[config.mk]
export PLATFORM = sky130hd
export DESIGN_NAME = fpu_seq_ctrl
export DESIGN_NICKNAME = d
export VERILOG_FILES = /design/src/rtl/fpu_ctrl_pkg.sv /design/src/rtl/fpu_seq_ctrl_strobe_sync.sv /design/src/rtl/fpu_seq_ctrl.sv
export SDC_FILE = /design/constraint.sdc
export NUM_CORES = 1
export LEC_CHECK = 0
export CAP_MARGIN = 20
export CORE_AREA = 2 2 78 58
export DETAILED_ROUTE_END_ITERATION = 10
export DIE_AREA = 0 0 80 60
export PLACE_DENSITY_LB_ADDON = 0.1
export SLEW_MARGIN = 40
export SYNTH_ARGS = -nofsm -noshare
export SYNTH_HDL_FRONTEND = slang
export SYNTH_SLANG_ARGS = --single-unit
[constraint.sdc]
create_clock -name clock -period 2.85 [get_ports clock]
set_input_delay 0.4275 -clock clock [delete_from_list [all_inputs] [get_ports clock]]
set_output_delay 0.4275 -clock clock [all_outputs]
set_load 0.03 [all_outputs]
[src/rtl/fpu_ctrl_pkg.sv]
// fpu_ctrl_pkg: shared definitions for the FPU pin sequencer.
//   state_t       - sequencer FSM states
//   DEF_*         - default datapath / opcode widths and opcode count
//   OP_*          - opcode encodings understood by the FPU datapath
package fpu_ctrl_pkg;

   typedef enum logic [2:0] {
      IDLE   = 3'd0,
      GET_B  = 3'd1,
      GET_OP = 3'd2,
      EXEC   = 3'd3,
      DONE   = 3'd4
   } state_t;

   localparam int DEF_WIDTH   = 10;
   localparam int DEF_SEL_W   = 4;
   localparam int DEF_NUM_OPS = 10;

   localparam logic [DEF_SEL_W-1:0] OP_ADD  = 4'd0;
   localparam logic [DEF_SEL_W-1:0] OP_SUB  = 4'd1;
   localparam logic [DEF_SEL_W-1:0] OP_MUL  = 4'd2;
   localparam logic [DEF_SEL_W-1:0] OP_DIV  = 4'd3;
   localparam logic [DEF_SEL_W-1:0] OP_SQRT = 4'd4;
   localparam logic [DEF_SEL_W-1:0] OP_NEG  = 4'd5;
   localparam logic [DEF_SEL_W-1:0] OP_ABS  = 4'd6;
   localparam logic [DEF_SEL_W-1:0] OP_MIN  = 4'd7;
   localparam logic [DEF_SEL_W-1:0] OP_MAX  = 4'd8;
   localparam logic [DEF_SEL_W-1:0] OP_CMP  = 4'd9;

endpackage

[src/rtl/fpu_seq_ctrl_strobe_sync.sv]
// strobe_sync: synchronises an asynchronous strobe level and emits a
// one-cycle take pulse on each 0->1 transition of the synchronised level.
//   clock, reset - system clock, synchronous active-high reset
//   level        - raw asynchronous strobe from the pins
//   take         - single-cycle pulse per rising edge of the strobe
module strobe_sync #(
   parameter int SYNC_STAGES = 2
) (
   input  logic clock,
   input  logic reset,
   input  logic level,
   output logic take
);

   logic [SYNC_STAGES-1:0] sync;
   logic                   prev;

   always_ff @(posedge clock) begin
      if (reset) begin
         sync <= '0;
         prev <= 1'b0;
      end else begin
         sync <= {sync[SYNC_STAGES-2:0], level};
         prev <= sync[SYNC_STAGES-1];
      end
   end

   // A level held high over many cycles produces exactly one take.
   assign take = sync[SYNC_STAGES-1] & ~prev;

endmodule

[src/rtl/fpu_seq_ctrl.sv]
// fpu_seq_ctrl: sequencer between the 12-bit pin interface and the
// combinational FPU datapath. Three strobed transfers deliver operand A,
// operand B and the opcode; the FPU is then given FPU_LATENCY cycles to
// settle before its result is captured and held with a done flag.
//   clock, reset      - system clock, synchronous active-high reset
//   in_valid, in_data - asynchronous transfer strobe and its payload
//   fpu_a/b/sel       - registered operands and opcode driving the FPU
//   fpu_y             - FPU result, combinational from fpu_a/b/sel
//   result, done, err - held result, result valid, invalid-opcode flag
//   busy              - transaction in progress (not IDLE/DONE)
//   overrun           - sticky: strobe arrived while executing
module fpu_seq_ctrl
   import fpu_ctrl_pkg::*;
#(
   parameter int WIDTH       = DEF_WIDTH,
   parameter int SEL_W       = DEF_SEL_W,
   parameter int NUM_OPS     = DEF_NUM_OPS,
   parameter int FPU_LATENCY = 1,
   parameter int SYNC_STAGES = 2
) (
   input  logic             clock,
   input  logic             reset,
   input  logic             in_valid,
   input  logic [WIDTH-1:0] in_data,
   output logic [WIDTH-1:0] fpu_a,
   output logic [WIDTH-1:0] fpu_b,
   output logic [SEL_W-1:0] fpu_sel,
   input  logic [WIDTH-1:0] fpu_y,
   output logic [WIDTH-1:0] result,
   output logic             done,
   output logic             err,
   output logic             busy,
   output logic             overrun
);

   localparam int               CNT_W     = 4;
   localparam logic [CNT_W-1:0] LAT_LOAD  = CNT_W'(FPU_LATENCY);
   localparam logic [31:0]      NUM_OPS_U = NUM_OPS;

   state_t             state, state_nxt;
   logic               take;
   logic               op_ok;
   logic [CNT_W-1:0]   cnt, cnt_nxt;
   logic [WIDTH-1:0]   a_nxt, b_nxt, res_nxt;
   logic [SEL_W-1:0]   sel_nxt;
   logic               done_nxt, err_nxt, ovr_nxt;

   strobe_sync #(.SYNC_STAGES(SYNC_STAGES)) u_sync (
      .clock (clock),
      .reset (reset),
      .level (in_valid),
      .take  (take)
   );

   // Opcode is zero-extended before the range check.
   assign op_ok = ({{(32-SEL_W){1'b0}}, in_data[SEL_W-1:0]} < NUM_OPS_U);

   assign busy = (state != IDLE) && (state != DONE);

   always_comb begin
      state_nxt = state;
      a_nxt     = fpu_a;
      b_nxt     = fpu_b;
      sel_nxt   = fpu_sel;
      res_nxt   = result;
      done_nxt  = done;
      err_nxt   = err;
      ovr_nxt   = overrun;
      cnt_nxt   = cnt;
      case (state)
         IDLE: if (take) begin
            a_nxt     = in_data;
            state_nxt = GET_B;
         end
         GET_B: if (take) begin
            b_nxt     = in_data;
            state_nxt = GET_OP;
         end
         GET_OP: if (take) begin
            sel_nxt = in_data[SEL_W-1:0];
            if (op_ok) begin
               err_nxt   = 1'b0;
               cnt_nxt   = LAT_LOAD;
               state_nxt = EXEC;
            end else begin
               res_nxt   = '0;
               err_nxt   = 1'b1;
               done_nxt  = 1'b1;
               state_nxt = DONE;
            end
         end
         EXEC: begin
            // Strobes here are dropped; the operands must stay put.
            if (take) ovr_nxt = 1'b1;
            if (cnt == CNT_W'(1)) begin
               res_nxt   = fpu_y;
               done_nxt  = 1'b1;
               state_nxt = DONE;
            end else begin
               cnt_nxt = cnt - 1'b1;
            end
         end
         DONE: if (take) begin
            // Old result stays visible until the next one overwrites it.
            done_nxt  = 1'b0;
            a_nxt     = in_data;
            state_nxt = GET_B;
         end
         default: state_nxt = IDLE;
      endcase
   end

   always_ff @(posedge clock) begin
      if (reset) begin
         state   <= IDLE;
         fpu_a   <= '0;
         fpu_b   <= '0;
         fpu_sel <= '0;
         result  <= '0;
         done    <= 1'b0;
         err     <= 1'b0;
         overrun <= 1'b0;
         cnt     <= '0;
      end else begin
         state   <= state_nxt;
         fpu_a   <= a_nxt;
         fpu_b   <= b_nxt;
         fpu_sel <= sel_nxt;
         result  <= res_nxt;
         done    <= done_nxt;
         err     <= err_nxt;
         overrun <= ovr_nxt;
         cnt     <= cnt_nxt;
      end
   end

endmodule

==> results.cfg, run 1 <==
[floorplanning]
start_util = 0.467
rows = 20
ios = 61
die_y_um = 60
core_mm2 = 0.00410
die_width_um = 80
dieArea_mm2 = 0.00480

[clock_network]
cts_buffers = 5
cts_buffer_depth = 2
cts_setup_buffers = 0
htree_levels = 2
cts_tree = done
insertion_delay_ps = 290
path_clk_slew_ps = 80
clock-sinks = 47
postCtsHoldBufs = 0
cts-root-buf = clkbuf_8
cts_resized = 0

[yosys]
synth_nets = 242
ys_seq_area_frac = 0.491
ys_types = 33
yosysTopAreaCell = dfxtp_1
synthMostInstantiatedCell = nand2_1
synth-seq-cells = 47
netlist_area_mm2 = 0.00192
synthArstFlopShare = 0
syn_avg_cell_area_um2 = 8.84
synth.area.top_cells = dfxtp_1, mux2i_1, nand2_1, a21oi_1, nor2_1
ys.flop_type = dfxtp_1
synth_top_area_share = 0.491
ys_warn_count = 0
synth-edff-count = 0
synthCells = 217
synth_common_cells = nand2_1, dfxtp_1, a21oi_1

[global_route]
grt_use_total = 0.181
grt_pass1_vias = 1524
grt_pass1_wl_mm = 6.80
grt_overflow_total = 0
grt_max_degree = 22
antenna_found_initial = 0

[drt]
first_pass_iters = 4
via_count = 1656
vias_per_cell = 5.02
wirelength_mm = 4.20
drc = 0
ant_nets = 0
routedWlPerCell_um = 12.7
drt-initial-drc-count = 59

[worst_setup_path]
start_kind = flop
crit_path_max_fanout = 13
end_kind = output port
crit_required_ps = 2420
arrival_ps = 1800
path_class = flop to output port

[place]
io_buffers = 60
globalplace.congestion = 0.732
hpwl_mm = 2.98
pre_cts_slack_ps = 886

[final_layout]
drive_gt1_frac = 0.0655
regArea_um2 = 941
nNetsFinal = 300
utilization = 0.644
multi_input_area_um2 = 905
syn2layout_area_growth_pct = 37.8
n_fill_cell = 366
diodes = 0

[sta]
tns_ps = 0
setup_violations = 0
period_minus_slack_ps = 2230
fin_crit_sh = 0.782
finClkSkew_ps = 8.46
fin_ws_ps = 620
finalHoldViolCount = 0
holdWs_ps = 447
worstMarginPinSlew_ps = 792
final_max_slew_viol_count = 0
fmaxAchievable_mhz = 448
rsz0062_at_grt = no
slew_headroom = 0.470

[run]
cap_violations = 0

[power]
vdd_drop_max_uv = 331
finalPower_mw = 1.20
leakagePower_nw = 0.876
power.density_mw_per_mm2 = 453

[outcome]
status = complete, no violations

[hold_path]
min_path_type = flop to flop
[power breakdown]
group          switching, mW  internal [mW]  total, mW
Sequential            0.0113          0.667      0.678
Combinational         0.0639         0.0607      0.125
Clock                  0.204          0.190      0.395
Total                  0.279          0.918       1.20
[cells by family (layout without fill, tap and decap cells)]
group                    count (synthesis)  in the layout  share of synthesized area
AO/OA/AOI/OAI                           39             39                      0.115
adder cells (fa/ha/maj)                  3              3                     0.0183
buffers and inverters                   16             74                     0.0411
flip-flops                              47             47                      0.491
multiplexers                            20             20                      0.104
AND/OR/NAND/NOR                         92             92                      0.231
[per-layer routing]
| metal | vias up | part of all wire | global-route usage |
|---|---|---|---|
| li1 | 844 | - | - |
| met1 | 761 | 0.51 | 0.246 |
| met2 | 44 | 0.43 | 0.287 |
| met3 | 7 | 0.048 | 0.0529 |
| met4 | 0 | 0.0088 | 0.0436 |
| met5 | - | 0 | 0 |
[final timing paths]
path | slack, ps | depth (start not counted) | from | endpoint
worst min-delay path | 450 | 1 | u_sync.sync[0] | u_sync.sync[1]
worst max-delay path | 620 | 2 | state[0] | busy
worst max register to register | 990 | 4 | state[0] | done
worst min register to register | 450 | 1 | u_sync.sync[0] | u_sync.sync[1]
[cells in the final DEF (no fill, tap or decap), drive strengths merged, types with 2 or more instances in the layout]
cell / instances
mux2i: 20
a22oi: 2
clkbuf: 6
nand2: 48
nor3: 2
nor2b: 5
nor2: 15
nand2b: 4
dfxtp: 47
o21a: 4
or3: 3
nand3: 6
ha: 2
a21oi: 24
clkdlybuf4s50: 60
o21ai: 7
nand3b: 2
buf: 4
inv: 3
nor3b: 2
[layout make-up]
cell class | instances | share of cell area
Inverter | 3 | 0.00426
Clock inverter | 1 | 0.00189
Sequential cell | 47 | 0.356
Clock buffer | 6 | 0.0312
Tap cell | 55 | 0.0260
Timing Repair Buffer | 64 | 0.239
Multi-Input combinational cell | 154 | 0.342
[sequential cells by signal, indices dropped and copies added, names as in the netlist]
| name | flops |
|---|---|
| u_sync.sync | 2 |
| err | 1 |
| done | 1 |
| result | 10 |
| fpu_a | 10 |
| fpu_sel | 4 |
| state | 3 |
| fpu_b | 10 |
| overrun | 1 |
| cnt | 4 |
| u_sync.prev | 1 |
[critical path: stages (launching register included)]
cell and delay, ps:
dfxtp_1 620, or2_2 220, clkdlybuf4s50_1 670
[metrics by stage]
| step | cells | area, um^2 |
|---|---|---|
| 2_1_floorplan | 217 | 1920 |
| 3_3_place_gp | 323 | 2560 |
| 3_5_place_dp | 323 | 2560 |
| 4_1_cts | 330 | 2640 |
| 5_1_grt | 330 | 2640 |
| 6_report | 330 | 2640 |
Note: power is estimated with default switching activity, not from simulation.
==> run 2, diff against run 1 <==
--- a/config.mk
+++ b/config.mk
@@ -6,9 +6,9 @@
 export NUM_CORES = 1
 export LEC_CHECK = 0
 export CAP_MARGIN = 20
-export CORE_AREA = 2 2 78 58
+export CORE_AREA = 2 2 85 63
 export DETAILED_ROUTE_END_ITERATION = 10
-export DIE_AREA = 0 0 80 60
+export DIE_AREA = 0 0 87 65
 export PLACE_DENSITY_LB_ADDON = 0.1
 export SLEW_MARGIN = 40
 export SYNTH_ARGS = -nofsm -noshare
==> constraint.sdc (replaced) <==
create_clock -name clock -period 1.8 [get_ports clock]
set_input_delay 0.27 -clock clock [delete_from_list [all_inputs] [get_ports clock]]
set_output_delay 0.27 -clock clock [all_outputs]
set_load 0.03 [all_outputs]
==> run 2 against run 1 <==
Global-route usage is 2.0 points lower. Critical path depth is 5 higher. Non-clock buffer count is 10 higher. Core utilization is 8.4 points lower. Flip-flop and latch count stayed put. Clock skew hardly changed. Total power is 74% higher. Clock-buffer cell count stayed put. Critical endpoint is now cnt[0]. Largest power group unchanged.
==> results.cfg, run 2 (synthesis results as in run 1) <==
[floorplanning]
rows = 22
dieArea_mm2 = 0.00566
die_width_um = 87
ios = 61
core_mm2 = 0.00493
die_y_um = 65
start_util = 0.389

[clock_network]
postCtsHoldBufs = 0
cts_buffer_depth = 2
insertion_delay_ps = 300
htree_levels = 2
cts_setup_buffers = 0
cts_buffers = 5
cts_tree = done
clock-sinks = 47
path_clk_slew_ps = 90
cts-root-buf = clkbuf_8

[global_route]
grt_overflow_total = 0
grt_max_degree = 23
antenna_found_initial = 0
grt_pass1_wl_mm = 7.15
grt_pass1_vias = 1552
grt_use_total = 0.161

[worst_setup_path]
crit_path_max_fanout = 4
path_class = flop to flop
end_kind = flop
r2r-end = cnt[0]
crit_path_top_delay_cell = or3b_1
crit_required_ps = 2000
r2r_start = cnt[1]
arrival_ps = 1820
start_kind = flop
r2r_cells = 7
cp_slowest_stage_delay_ps = 400
crit_chain = inv_1 -> ha_1 -> or3b_1 -> a22oi_2 -> buf_4 -> nor3_1 -> o21a_1
reg2reg_slack_ps = 180

[final_layout]
biggestRegsByFlops = fpu_a x10, fpu_b x10, result x10
stdcell_count = 346
final_cell_mix = clkdlybuf4s50_1, nand2_1, dfxtp_1, a21oi_1, mux2i_1
n_fill_cell = 437
diodes = 0
nNetsFinal = 310
final_common_cell = clkdlybuf4s50_1
utilization = 0.560
postLayoutCellArea_mm2 = 0.00276
drive_gt1_frac = 0.105
syn2layout_area_growth_pct = 43.8

[power]
leakagePower_nw = 0.950
vdd_drop_max_uv = 427
finalPower_mw = 2.08
power.density_mw_per_mm2 = 754

[hold_path]
min_delay_path_depth = 1
min_from = u_sync.sync[0]
hold_path_end = u_sync.sync[1]
min_path_type = flop to flop

[drt]
ant_nets = 0
first_pass_iters = 4
routedWlPerCell_um = 12.5
drc = 0
wirelength_mm = 4.33
drt-initial-drc-count = 78
via_count = 1667
vias_per_cell = 4.82

[place]
pre_cts_slack_ps = -23.2
globalplace.congestion = 0.712
io_buffers = 60
place_inst = 338
hpwl_mm = 3.17
dpl_cell_area_mm2 = 0.00264

[sta]
fin_crit_sh = 0.899
fmaxAchievable_mhz = 618
tns_ps = 0
holdWs_ps = 444
finalHoldViolCount = 0
finClkSkew_ps = 8.59
fin_ws_ps = 182
setup_violations = 0
final_max_slew_viol_count = 0
period_minus_slack_ps = 1620
rsz0062_at_grt = no
slew_headroom = 0.710
worstMarginPinSlew_ps = 435

[outcome]
status = complete, no violations

[run]
cap_violations = 0
[run 2: worst max path at each step]
| stage | from | endpoint | slack [ps] | depth (start not counted) |
|---|---|---|---|---|
| 4_1_cts | cnt[0] | result[4] | 80 | 6 |
| 5_1_grt | cnt[1] | cnt[3] | 10 | 7 |
| 3_5_place_dp | in_data[2] | cnt[2] | -20 | 5 |
| 6_report | cnt[1] | cnt[0] | 180 | 7 |
| 3_3_place_gp | in_data[2] | done | 70 | 6 |
| 2_1_floorplan | cnt[1] | result[0] | 310 | 7 |
[run 2: cell type report]
cell class                      count  area (um^2)  share of cell area
Multi-Input combinational cell    154          910               0.330
Timing Repair Buffer               74          704               0.255
Inverter                            3         11.3             0.00408
Clock buffer                        6         82.6              0.0299
Tap cell                           60         75.1              0.0272
Sequential cell                    47          941               0.341
Clock inverter                      2         35.0              0.0127
[run 2: where the power goes]
part           internal, mW  switching (mW)
clock network         0.449           0.346
registers              1.06         0.00927
logic                 0.107           0.113
[run 2: timing repair]
item | CTS | global route
cloned | 0 | 0
setup endpoints to repair | 1 | 11
pin swaps | 0 | 1
gates resized for setup | 1 | 1
[run 2: critical path: cells and delay by family, from the launching register on]
family	cells	cell delay, ps
simple gates	2	440
fa+ha+maj	1	140
flops	1	320
buf+inv	2	230
compound gates	2	390
[run 2: metal layers]
| metal | GRT usage | part of all wire |
|---|---|---|
| met1 | 0.233 | 0.52 |
| met2 | 0.223 | 0.40 |
| met3 | 0.0459 | 0.072 |
| met4 | 0.0605 | 0.014 |
| met5 | 0 | 0 |
==> run 3, diff against run 2 <==
--- a/config.mk
+++ b/config.mk
@@ -9,6 +9,7 @@
 export CORE_AREA = 2 2 85 63
 export DETAILED_ROUTE_END_ITERATION = 10
 export DIE_AREA = 0 0 87 65
+export HOLD_SLACK_MARGIN = 0.02
 export PLACE_DENSITY_LB_ADDON = 0.1
 export SLEW_MARGIN = 40
 export SYNTH_ARGS = -nofsm -noshare
==> results of run 3 <==
No change in the layout: final DEF, timing and power equal those of run 2.
